===== src/rtl/register_file.sv =====
// register_file: DEPTH x WIDTH storage with one synchronous write port and two
// independent registered read ports, per-port read valid flags, single-cycle
// whole-array clear and an out-of-range write error flag.
// Optional feature: define RF_BYPASS_EN to forward same-cycle write data to a
// read of the same address. Without it, such a read sees the pre-write contents.
module register_file #(
  parameter int unsigned WIDTH  = 8,
  parameter int unsigned DEPTH  = 8,
  parameter int unsigned ADDR_W = 3
) (
  input  logic              clk,
  input  logic              rst,
  input  logic              clr,
  input  logic              wr_en,
  input  logic [ADDR_W-1:0] wr_addr,
  input  logic [WIDTH-1:0]  wr_data,
  input  logic              rd_en_a,
  input  logic [ADDR_W-1:0] rd_addr_a,
  output logic [WIDTH-1:0]  rd_data_a,
  output logic              rd_valid_a,
  input  logic              rd_en_b,
  input  logic [ADDR_W-1:0] rd_addr_b,
  output logic [WIDTH-1:0]  rd_data_b,
  output logic              rd_valid_b,
  output logic              wr_err
);

  logic [WIDTH-1:0] mem_q [DEPTH];
  logic             wr_in_range;
  logic [WIDTH-1:0] rd_next_a;
  logic [WIDTH-1:0] rd_next_b;

  // DEPTH need not be a power of two, so the top of the address space is invalid
  assign wr_in_range = (32'(wr_addr) < DEPTH);

  // Read mux per port; unmatched (out-of-range) addresses and clear cycles give 0
  always_comb begin
    rd_next_a = '0;
    rd_next_b = '0;
    if (!clr) begin
      for (int unsigned i = 0; i < DEPTH; i++) begin
        if (rd_addr_a == ADDR_W'(i)) rd_next_a = mem_q[i];
        if (rd_addr_b == ADDR_W'(i)) rd_next_b = mem_q[i];
      end
`ifdef RF_BYPASS_EN
      if (wr_en && wr_in_range && (wr_addr == rd_addr_a)) rd_next_a = wr_data;
      if (wr_en && wr_in_range && (wr_addr == rd_addr_b)) rd_next_b = wr_data;
`endif
    end
  end

  // Storage array: reset and clear zero everything, clear drops a concurrent write
  always_ff @(posedge clk) begin
    for (int unsigned i = 0; i < DEPTH; i++) begin
      if (rst || clr) begin
        mem_q[i] <= '0;
      end else if (wr_en && (wr_addr == ADDR_W'(i))) begin
        mem_q[i] <= wr_data;
      end
    end
  end

  // Registered read ports: data holds while idle, valid follows the strobe
  always_ff @(posedge clk) begin
    if (rst) begin
      rd_data_a  <= '0;
      rd_valid_a <= 1'b0;
      rd_data_b  <= '0;
      rd_valid_b <= 1'b0;
    end else begin
      rd_valid_a <= rd_en_a;
      rd_valid_b <= rd_en_b;
      if (rd_en_a) rd_data_a <= rd_next_a;
      if (rd_en_b) rd_data_b <= rd_next_b;
    end
  end

  // Write error flag: updated on every write attempt, held otherwise
  always_ff @(posedge clk) begin
    if (rst || clr) begin
      wr_err <= 1'b0;
    end else if (wr_en) begin
      wr_err <= !wr_in_range;
    end
  end

endmodule


===== config.mk =====
export PLATFORM = sky130hd
export DESIGN_NAME = register_file
export DESIGN_NICKNAME = d
export VERILOG_FILES = /design/src/rtl/register_file.sv
export SDC_FILE = /design/constraint.sdc
export NUM_CORES = 1
export LEC_CHECK = 0
export CORE_MARGIN = 3
export CORE_UTILIZATION = 35
export CTS_BUF_LIST = sky130_fd_sc_hd__clkbuf_8
export CTS_CLUSTER_DIAMETER = 60
export DETAILED_ROUTE_END_ITERATION = 8
export PLACE_DENSITY = 0.56
export SETUP_SLACK_MARGIN = 0.05
export SYNTH_ARGS = -nofsm -noshare
export SYNTH_HDL_FRONTEND = slang
export SYNTH_SLANG_ARGS = --single-unit

===== constraint.sdc =====
create_clock -name clk -period 2.95 [get_ports clk]
set_input_delay 0.295 -clock clk [delete_from_list [all_inputs] [get_ports clk]]
set_output_delay 0.295 -clock clk [all_outputs]
set_load 0.02 [all_outputs]

==> impl_results.md <==
- Clock Sinks: 82
- Worst Path Max Fanout: 8
- Area growth from synthesis to final layout: 18.2%
- Reg clk slew, reported paths: 0.08 ns
- Global-route wire length before repair: 20300 microns
- Leak pwr: 1.91 nW
- Number of fillers in the final layout: 1201
- CP max-delay cell: o21ai_0
- Gr busiest metal: met2
- Maximum clock frequency: 502 MHz
- Final Wtd Congestion: 0.927
- CTS Buf Count: 9
- Drt total wl: 13200 microns
- All-Layer GR Usage: 19.2%
- Top-count cell post-synth: and2_1
- R2R cell count: 3
- Drt initial violations: 413
- Post CTS Setup Buffer Count: 0
- RSZ-0062 raised after global routing: no
- Largest net degree at the start of global routing: 34
- Post-synth top area share: 43.1%
- Top Ports: 42
- Met2 Usage GRT: 27.7%
- WP depth: 3
- Biggest area consumer among synthesized cells: edfxtp_1
- Setup CP Type: in2reg
- Fraction of final layout cells sized beyond drive strength 1: 10.4%
- Max Cap Viol: 0
- Syn avg cell area: 10.6 sq um
- Final slew viol count: 0
- Setup TNS: 0 ns
- Synth Cell Area: 4460 sq um
- FFs w/ async S/R, synth: 0%
- Die Area: 14100 sq um
- Worst hold-check path type: reg2reg
- CP peak stage delay: 0.90 ns
- Register area share after synthesis: 51.2%
- Top cells by area, synth: edfxtp_1 43%, and2_1 9.5%, dfxtp_1 8.1%, mux2i_1 3.8%, a21oi_1 2.9%
- Final min period: 1.99 ns
- Clock root buffer: clkbuf_8
- Met1 Use GR: 27.4%
- FF+latch count, synth: 82
- Htree depth: 3
- Row cnt: 40
- Syn nets: 442
- Final Skew: 0.0144 ns
- Initial antenna violation count: 0
- # setup viols final: 0
- DRC viols: 0
- Hold depth: 2
- Vias in the first global route: 3396
- Least-Margin Pin Slew: 1.13 ns
- Slew HR: 24.0%
- Total grt overflow: 0
- CP required: 2.93 ns
- First drt pass iteration count: 5
- CTS tree: built
- Hold Violations, Final: 0
- Yosys Warn Count: 0
- Clk_lat worst skew: 0.37 ns
- Die Span X: 119 microns
- Crit. End Element: register
- Outcome: completed
- Core Util, Final: 43.2%
- Initial core utilization: 36.5%
- Worst setup SP type: input pin
- Drt wl/cell: 20.7 microns
- Post_cts resized: 0
- Vias: 3477
- Crit path buf inv count: 1
- Cells after Synth: 419
- Via-to-Cell Ratio: 5.46
- Multi-input gate area: 2010 sq um
- Netlist cell types: 45
- Synth cell count leaders: 68 x and2_1, 64 x edfxtp_1, 30 x nand2_1
- # hold bufs at CTS: 0
- Maximum VDD drop: 304 uV
- Met3 Usage GRT: 6.17%
- DP HPWL: 10100 microns
- CP delay by family, top: compound AO/OA/AOI/OAI gates
- Sequential cell area: 2280 sq um
- Crit-path cells: clkdlybuf4s50_1 > nand2b_1 > o21ai_0
- Nets: 487
- Primary FF master, synth: edfxtp_1
- ANT cells: 0
- Critical path arrival: 1.97 ns
- Die height: 119 microns
- Antenna-violating nets left: 0
- Fin crit share: 67.5%
- PortBufs: 40
- Post-synth EDFFs: 64
- Power Dens Cells: 481 nW/um^2
- Clock Tree Buf Depth: 2
- Core area: 12200 sq um
final timing paths:
| kind | startpoint | endpoint | slack, ns |
|---|---|---|---|
| min reg2reg | rd_data_b[6]$_SDFFE_PP0P_ | rd_data_b[6]$_SDFFE_PP0P_ | 0.47 |
| min | rd_data_b[6]$_SDFFE_PP0P_ | rd_data_b[6]$_SDFFE_PP0P_ | 0.47 |
| max | wr_addr[1] | mem_q[1][14]$_SDFFCE_PN0P_ | 0.96 |
| max reg2reg | mem_q[0][4]$_SDFFCE_PN0P_ | rd_data_a[4]$_SDFFE_PP0P_ | 1.42 |
tightest hold or removal path, delay by kind of cell, from the launching register on:
family           cells  cell delay, ns
AO/OA/AOI/OAI        1            0.05
flip-flops           1            0.32
AND/OR/NAND/NOR      1            0.05
power breakdown:
| group | internal [W] | switching [W] | leakage [nW] |
|---|---|---|---|
| clock network | 0.000417 | 0.000423 | 0.108 |
| logic | 0.000141 | 0.000194 | 0.953 |
| registers | 0.00131 | 0.0000517 | 0.848 |
| total | 0.00186 | 0.000668 | 1.91 |
registers in the layout, summed over array words and instances, names as in the netlist:
name and cells:
rd_valid_b 1, rd_data_a 8, mem_q 64, rd_data_b 8
rd_valid_a 1
placed cells by master, fill, tap and decap left out, types with 18 or more instances in the layout:
cell type,instances
a21oi_1,26
and2_1,68
clkdlybuf4s50_1,40
dfxtp_1,18
edfxtp_1,64
nand2_1,30
nor2_1,18
nor2b_1,18
o21ai_0,25
cell type report:
class                      count  share of cell area [%]
inverter                       7                   0.499
tap                          168                    3.99
multi-input combinational    307                    38.1
timing repair buffer          57                    10.3
clock buffer                  10                    2.61
clock inverter                 6                    1.23
sequential                    82                    43.3
per-stage QoR:
step	instances	setup WS, ns	hold WS, ns	total power (W)	cell area, sq um
finish	637	0.960	0.474	0.00253	5270
global route	637	0.833	0.493	0.00264	5270
CTS	637	0.933	0.478	0.00255	5270
detailed placement	621	0.548	0.464	0.00171	5070
global placement	621	0.616	0.453	0.00172	5070
floorplan	419	1.25	0.443	0.00155	4460
metal layers:
layer,vias to the layer above,routed length (microns)
met2,165,5720
met5,-,0
li1,1619,-
met4,0,295
met3,23,1170
met1,1670,5990
kinds of logic after synthesis:
kind of cell | count (synthesis) | synth area share [%]
AO/OA/AOI/OAI | 104 | 15.3
buffers and inverters | 30 | 3.73
flip-flops | 82 | 51.2
multiplexers | 28 | 7.36
other | 1 | 0.0841
AND/OR/NAND/NOR | 174 | 22.3
No activity file was read; power rests on OpenSTA's default activity.
